`config.mk`:
```
export PLATFORM = sky130hd
export DESIGN_NAME = ft245_bus_scheduler
export DESIGN_NICKNAME = d
export VERILOG_FILES = /design/src/rtl/ft245_bus_scheduler_pkg.sv /design/src/rtl/ft245_flag_sync.sv /design/src/rtl/ft245_bus_scheduler.sv
export SDC_FILE = /design/constraint.sdc
export NUM_CORES = 1
export LEC_CHECK = 0
export CAP_MARGIN = 20
export CORE_MARGIN = 2
export CORE_UTILIZATION = 52
export CTS_CLUSTER_SIZE = 8
export DETAILED_ROUTE_END_ITERATION = 8
export PLACE_DENSITY = 0.93
export SLEW_MARGIN = 10
export SYNTH_ARGS = -nofsm -noshare
export SYNTH_HDL_FRONTEND = slang
export SYNTH_SLANG_ARGS = --single-unit
```
`constraint.sdc`:
```
create_clock -name clk -period 3.4 [get_ports clk]
set_input_delay 0.68 -clock clk [delete_from_list [all_inputs] [get_ports clk]]
set_output_delay 0.68 -clock clk [all_outputs]
set_load 0.02 [all_outputs]
```
`src/rtl/ft245_bus_scheduler_pkg.sv`:
```
// Shared types and default timing for the FT245 bus scheduler.
// Timing defaults assume a 50 MHz system clock.
package ft245_bus_scheduler_pkg;

    localparam int RD_PULSE_CYC_DEF = 3;
    localparam int WR_SETUP_CYC_DEF = 1;
    localparam int WR_PULSE_CYC_DEF = 3;
    localparam int RECOVERY_CYC_DEF = 3;
    localparam int MAX_BURST_DEF    = 4;

    typedef enum logic [2:0] {
        IDLE,
        RD_PULSE,
        WR_SETUP,
        WR_PULSE,
        WR_HOLD,
        RECOVER
    } state_t;

    typedef enum logic {
        DIR_RX = 1'b0,
        DIR_TX = 1'b1
    } dir_t;

    // Stick with the last direction until its burst quota is used up.
    function automatic dir_t pick_dir(
        input logic rx_el,
        input logic tx_el,
        input dir_t last,
        input logic under_cap
    );
        dir_t d;
        if (rx_el && tx_el) begin
            if (under_cap) begin
                d = last;
            end else if (last == DIR_RX) begin
                d = DIR_TX;
            end else begin
                d = DIR_RX;
            end
        end else if (tx_el) begin
            d = DIR_TX;
        end else begin
            d = DIR_RX;
        end
        return d;
    endfunction

endpackage

```
`src/rtl/ft245_flag_sync.sv`:
```
// Two-flop synchronizer for the FT245 status flags.
// Resets to 1 so an unsynchronized flag reads as "not ready".
module ft245_flag_sync (
    input  logic clk,
    input  logic rst,
    input  logic flag,
    output logic sync
);

    logic meta;

    always_ff @(posedge clk or posedge rst) begin
        if (rst) begin
            meta <= 1'b1;
            sync <= 1'b1;
        end else begin
            meta <= flag;
            sync <= meta;
        end
    end

endmodule

```
`src/rtl/ft245_bus_scheduler.sv`:
```
// Arbitrates the half-duplex FT245 FIFO bus between an RX sink and a TX source
// and generates all strobe, bus-drive and recovery timing.
module ft245_bus_scheduler
    import ft245_bus_scheduler_pkg::*;
#(
    parameter int RD_PULSE_CYC = RD_PULSE_CYC_DEF,
    parameter int WR_SETUP_CYC = WR_SETUP_CYC_DEF,
    parameter int WR_PULSE_CYC = WR_PULSE_CYC_DEF,
    parameter int RECOVERY_CYC = RECOVERY_CYC_DEF,
    parameter int MAX_BURST    = MAX_BURST_DEF
) (
    input  logic       clk,
    input  logic       rst,
    input  logic [7:0] in_245,
    output logic [7:0] out_245,
    output logic       tx_oe_245,
    input  logic       rxf_245,
    output logic       rx_245,
    input  logic       txe_245,
    output logic       wr_245,
    output logic [7:0] rx_data,
    output logic       rx_valid,
    input  logic       rx_ready,
    input  logic [7:0] tx_data,
    input  logic       tx_valid,
    output logic       tx_ready,
    output logic       busy
);

    localparam int CW = 8;
    localparam int BW = $clog2(MAX_BURST + 1);

    state_t        state;
    state_t        state_next;
    logic [CW-1:0] cnt;
    logic [BW-1:0] burst_cnt;
    dir_t          last_dir;
    dir_t          grant_dir;
    logic          rxf_s;
    logic          txe_s;
    logic          rx_el;
    logic          tx_el;
    logic          grant;
    logic          rd_done;

    ft245_flag_sync u_rxf_sync (
        .clk  (clk),
        .rst  (rst),
        .flag (rxf_245),
        .sync (rxf_s)
    );

    ft245_flag_sync u_txe_sync (
        .clk  (clk),
        .rst  (rst),
        .flag (txe_245),
        .sync (txe_s)
    );

    assign rx_el     = !rxf_s && rx_ready;
    assign tx_el     = !txe_s && tx_valid;
    assign grant     = (state == IDLE) && (rx_el || tx_el);
    assign grant_dir = pick_dir(rx_el, tx_el, last_dir,
                                burst_cnt < BW'(MAX_BURST));
    assign tx_ready  = grant && (grant_dir == DIR_TX);
    assign rd_done   = (state == RD_PULSE) && (state_next == RECOVER);
    assign busy      = (state != IDLE);

    always_comb begin
        state_next = state;
        unique case (state)
            IDLE: begin
                if (grant) begin
                    if (grant_dir == DIR_TX) begin
                        state_next = WR_SETUP;
                    end else begin
                        state_next = RD_PULSE;
                    end
                end
            end
            RD_PULSE: begin
                if (cnt == CW'(RD_PULSE_CYC - 1)) state_next = RECOVER;
            end
            WR_SETUP: begin
                if (cnt == CW'(WR_SETUP_CYC - 1)) state_next = WR_PULSE;
            end
            WR_PULSE: begin
                if (cnt == CW'(WR_PULSE_CYC - 1)) state_next = WR_HOLD;
            end
            WR_HOLD: begin
                state_next = RECOVER;
            end
            RECOVER: begin
                if (cnt == CW'(RECOVERY_CYC - 1)) state_next = IDLE;
            end
            default: begin
                state_next = IDLE;
            end
        endcase
    end

    always_ff @(posedge clk or posedge rst) begin
        if (rst) begin
            state <= IDLE;
            cnt   <= '0;
        end else begin
            state <= state_next;
            if (state_next != state || state == IDLE) begin
                cnt <= '0;
            end else begin
                cnt <= cnt + CW'(1);
            end
        end
    end

    always_ff @(posedge clk or posedge rst) begin
        if (rst) begin
            burst_cnt <= '0;
            last_dir  <= DIR_RX;
        end else if (grant) begin
            last_dir <= grant_dir;
            if (grant_dir != last_dir) begin
                burst_cnt <= BW'(1);
            end else if (burst_cnt != BW'(MAX_BURST)) begin
                burst_cnt <= burst_cnt + BW'(1);
            end
        end
    end

    // Pin strobes are registered from the next state to keep them glitch-free.
    always_ff @(posedge clk or posedge rst) begin
        if (rst) begin
            rx_245    <= 1'b1;
            wr_245    <= 1'b0;
            tx_oe_245 <= 1'b0;
            out_245   <= '0;
            rx_data   <= '0;
            rx_valid  <= 1'b0;
        end else begin
            rx_245    <= (state_next != RD_PULSE);
            wr_245    <= (state_next == WR_PULSE);
            tx_oe_245 <= (state_next == WR_SETUP) ||
                         (state_next == WR_PULSE) ||
                         (state_next == WR_HOLD);
            rx_valid  <= rd_done;
            if (rd_done) rx_data <= in_245;
            if (tx_ready) out_245 <= tx_data;
        end
    end

endmodule
```
==> impl_metrics.env, run 1 <==
export IMPL_cpPeakStageDelay_ns=0.60
export IMPL_grt_remaining_overflow=0
export IMPL_status="finished clean"
export IMPL_synth_top_area_frac=0.4833
export IMPL_synth_nets=172
export IMPL_dp_cells=233
export IMPL_clock_fmax_ghz=0.3405
export IMPL_n_antenna_cell=0
export IMPL_hold_viol=0
export IMPL_cts_setup_buffers=0
export IMPL_netlist_instances=145
export IMPL_relSlewSlack=0.5983
export IMPL_avgRoutedWirePerCell_um=15.90
export IMPL_utilization=0.7021
export IMPL_holdPathEnd="u_rxf_sync.sync"
export IMPL_dieArea_um2=3867
export IMPL_postCtsHoldBufs=0
export IMPL_period_minus_slack_ns=2.937
export IMPL_reg2reg_setup_slack_ns=1.29
export IMPL_nNetsFinal=221
export IMPL_place_area_um2=2246
export IMPL_grt_use_total=0.2180
export IMPL_rsz0062_at_grt="no"
export IMPL_cts_sinks=39
export IMPL_clock_skew_ns=0.01890
export IMPL_synth_area_leaders="dfrtp_1 48%, dfstp_2 7.5%, mux2_4 6.8%"
export IMPL_dp_hpwl_um=2964
export IMPL_cts_root_buf="clkbuf_4"
export IMPL_min_path_cells=0
export IMPL_register_area_um2=982.2
export IMPL_cp_slowest_cell="clkdlybuf4s50_1"
export IMPL_cts_tree="yes"
export IMPL_multi_input_area_um2=704.4
export IMPL_grt_pass1_vias=1356
export IMPL_synthFlopType="dfrtp_1"
export IMPL_fp_dieH_um=62.19
export IMPL_drtAntennaViolNets=0
export IMPL_cp_cell_sequence="clkdlybuf4s50_1, nor2b_1, o21a_1, nand2_1, inv_1, clkdlybuf4s50_1"
export IMPL_cts_resized_gates=0
export IMPL_antenna_found_initial=0
export IMPL_die_w_um=62.19
export IMPL_synth_most_common_cell="dfrtp_1"
export IMPL_rows=21
export IMPL_numPortBuffers=43
export IMPL_initial_core_util=0.5360
export IMPL_r2r_cells=4
export IMPL_fin_area_um2=2306
export IMPL_core_um2=3284
export IMPL_drc_errors=0
export IMPL_synth_edf_count=0
export IMPL_drive_gt1_frac=0.1744
export IMPL_synth_area_um2=1760
export IMPL_area_delta_synth_final_pct=30.99
export IMPL_routabilityCongestion=0.8416
export IMPL_num_vias=1290
export IMPL_synth_top_area_cell="dfrtp_1"
export IMPL_num_io_pins=44
export IMPL_clk_latency_ns=0.36
export IMPL_timing_critical_path_buf_inv=3
export IMPL_finalPower_w=0.001929
export IMPL_finalMaxSlewViolations=0
export IMPL_crit_path_frequent_cell="clkdlybuf4s50_1"
export IMPL_powerDensity_nw_per_um2=836.6
export IMPL_cts_max_path_buffers=2
export IMPL_drt_iter0_drc=115
export IMPL_vias_per_cell=5.353
export IMPL_fillCellCount=216
export IMPL_grt_start_max_net_pins=25
export IMPL_cp_max_fo=3
export IMPL_ys_seq_area_frac=0.5579
export IMPL_avgSynthCellArea_um2=12.14
export IMPL_worstPathRequired_ns=2.72
export IMPL_cts_buffers=5
export IMPL_firstDrtPassIters=4
export IMPL_synthArstFlopShare=1.000
export IMPL_instances_no_fill=241
export IMPL_arrival_ns=2.26
export IMPL_cap_violations=0
export IMPL_worstSetupPathType="in -> out"
export IMPL_min_delay_start="u_rxf_sync.meta"
export IMPL_ys_warn_count=0
export IMPL_fin_crit_sh=0.8638
export IMPL_r2r_end="rx_data[6]"
export IMPL_yosys_top_cells_count="34 x dfrtp_1, 13 x inv_1, 11 x nor2_1, 8 x mux2_2, 8 x mux2_4"
export IMPL_finalSetupViolations=0
export IMPL_crit_family="buffers and inverters"
export IMPL_finalSetupTns_ns=0
export IMPL_ir_drop_v=0.0003859
export IMPL_p_leak_nw=1.050
export IMPL_grt_pass1_wl_um=6568
export IMPL_worst_pin_slew_ns=0.5998
export IMPL_ys_seq_elements=39
export IMPL_clk_pin_slew_ns=0.11
export IMPL_hp_class="reg -> reg"
export IMPL_crit_path_end_kind="output port"
export IMPL_yosysUniqueCellTypes=37
export IMPL_cp_start_kind="input pin"
export IMPL_htreeDepth=2
export IMPL_r2r_start="cnt[5]"
export IMPL_routed_wl_um=3833
worst max-delay path by stage:
stage / endpoint / slack [ns] / start / cells after the start
floorplan: tx_ready / 1.10 / tx_valid / 5
global placement: tx_ready / 0.46 / tx_valid / 6
detailed placement: tx_ready / 0.45 / tx_valid / 6
CTS: tx_ready / 0.45 / tx_valid / 6
global route: tx_ready / 0.28 / state[2] / 4
finish: tx_ready / 0.46 / tx_valid / 6
layout by cell type, fill, tap and decap left out, drive strengths merged, types with 3 or more instances in the layout:
cell type / synthesis / final
a21oi: 4 / 4
a31oi: 3 / 3
buf: 3 / 3
clkbuf: 1 / 7
clkdlybuf4s50: 0 / 43
dfrtp: 34 / 34
dfstp: 5 / 5
ha: 5 / 5
inv: 13 / 13
mux2: 16 / 16
nand2: 5 / 5
nand3: 7 / 7
nor2: 11 / 11
o21ai: 5 / 5
xor2: 6 / 6
worst register-to-register path, delay by kind of cell (launching register included):
family	cells	cell delay (ns)
AND/OR/NAND/NOR	3	1.15
flip-flops	1	0.46
multiplexers	1	0.39
per-layer routing:
metal,vias to the layer above,part of all wire,track usage
met5,-,0,0
met4,0,0.013,0.06667
met3,5,0.036,0.05254
met2,37,0.57,0.3954
met1,646,0.38,0.2558
li1,602,-,-
area by class of cell:
class | instances | share of cell area
sequential | 39 | 0.4259
multi-input combinational | 89 | 0.3055
timing repair buffer | 46 | 0.1964
tap | 46 | 0.02496
clock buffer | 7 | 0.02387
inverter | 13 | 0.02116
clock inverter | 1 | 0.002170
state kept, by name (all words and copies together), names as in the netlist:
| signal | cells |
|---|---|
| cnt | 8 |
| rx_data | 8 |
| rx_245 | 1 |
| burst_cnt | 3 |
| last_dir | 1 |
| u_rxf_sync.sync | 1 |
| state | 3 |
| rx_valid | 1 |
| u_rxf_sync.meta | 1 |
| u_txe_sync.sync | 1 |
| out_245 | 8 |
| u_txe_sync.meta | 1 |
| wr_245 | 1 |
| tx_oe_245 | 1 |
logic make-up after synthesis:
group | synth area share
DFF | 0.5579
and+or+nand+nor | 0.1201
AOI/OAI and AO/OA | 0.08458
buffers and inverters | 0.04193
muxes | 0.1251
xor gates and xnor gates | 0.03483
adders and majority gates | 0.03554
through the flow:
step	hold WS, ns	setup slack (ns)
floorplan	0.3452	1.099
CTS	0.3686	0.4501
global placement	0.3496	0.4576
finish	0.3673	0.4629
global route	0.3748	0.2830
detailed placement	0.3527	0.4509
power breakdown:
group	internal [W]	total (W)	leakage [nW]	switching [W]
Sequential	0.000637	0.000776	0.477	0.000139
Combinational	0.000456	0.000902	0.538	0.000445
Clock	0.000100	0.000251	0.0353	0.000151
(Power assumes the default switching activity.)
==> run 2, diff against run 1 <==
--- a/config.mk
+++ b/config.mk
@@ -11,7 +11,7 @@
 export CTS_CLUSTER_SIZE = 8
 export DETAILED_ROUTE_END_ITERATION = 8
 export PLACE_DENSITY = 0.93
-export SLEW_MARGIN = 10
+export SLEW_MARGIN = 5
 export SYNTH_ARGS = -nofsm -noshare
 export SYNTH_HDL_FRONTEND = slang
 export SYNTH_SLANG_ARGS = --single-unit
==> results of run 2 <==
The final DEF is identical to that of run 1; final timing and power are the same.
==> run 3, diff against run 2 <==
--- a/config.mk
+++ b/config.mk
@@ -5,6 +5,7 @@
 export SDC_FILE = /design/constraint.sdc
 export NUM_CORES = 1
 export LEC_CHECK = 0
+export ABC_CLOCK_PERIOD_IN_PS = 3400
 export CAP_MARGIN = 20
 export CORE_MARGIN = 2
 export CORE_UTILIZATION = 52
==> results of run 3 <==
The final DEF is identical to that of run 1; final timing and power are the same.
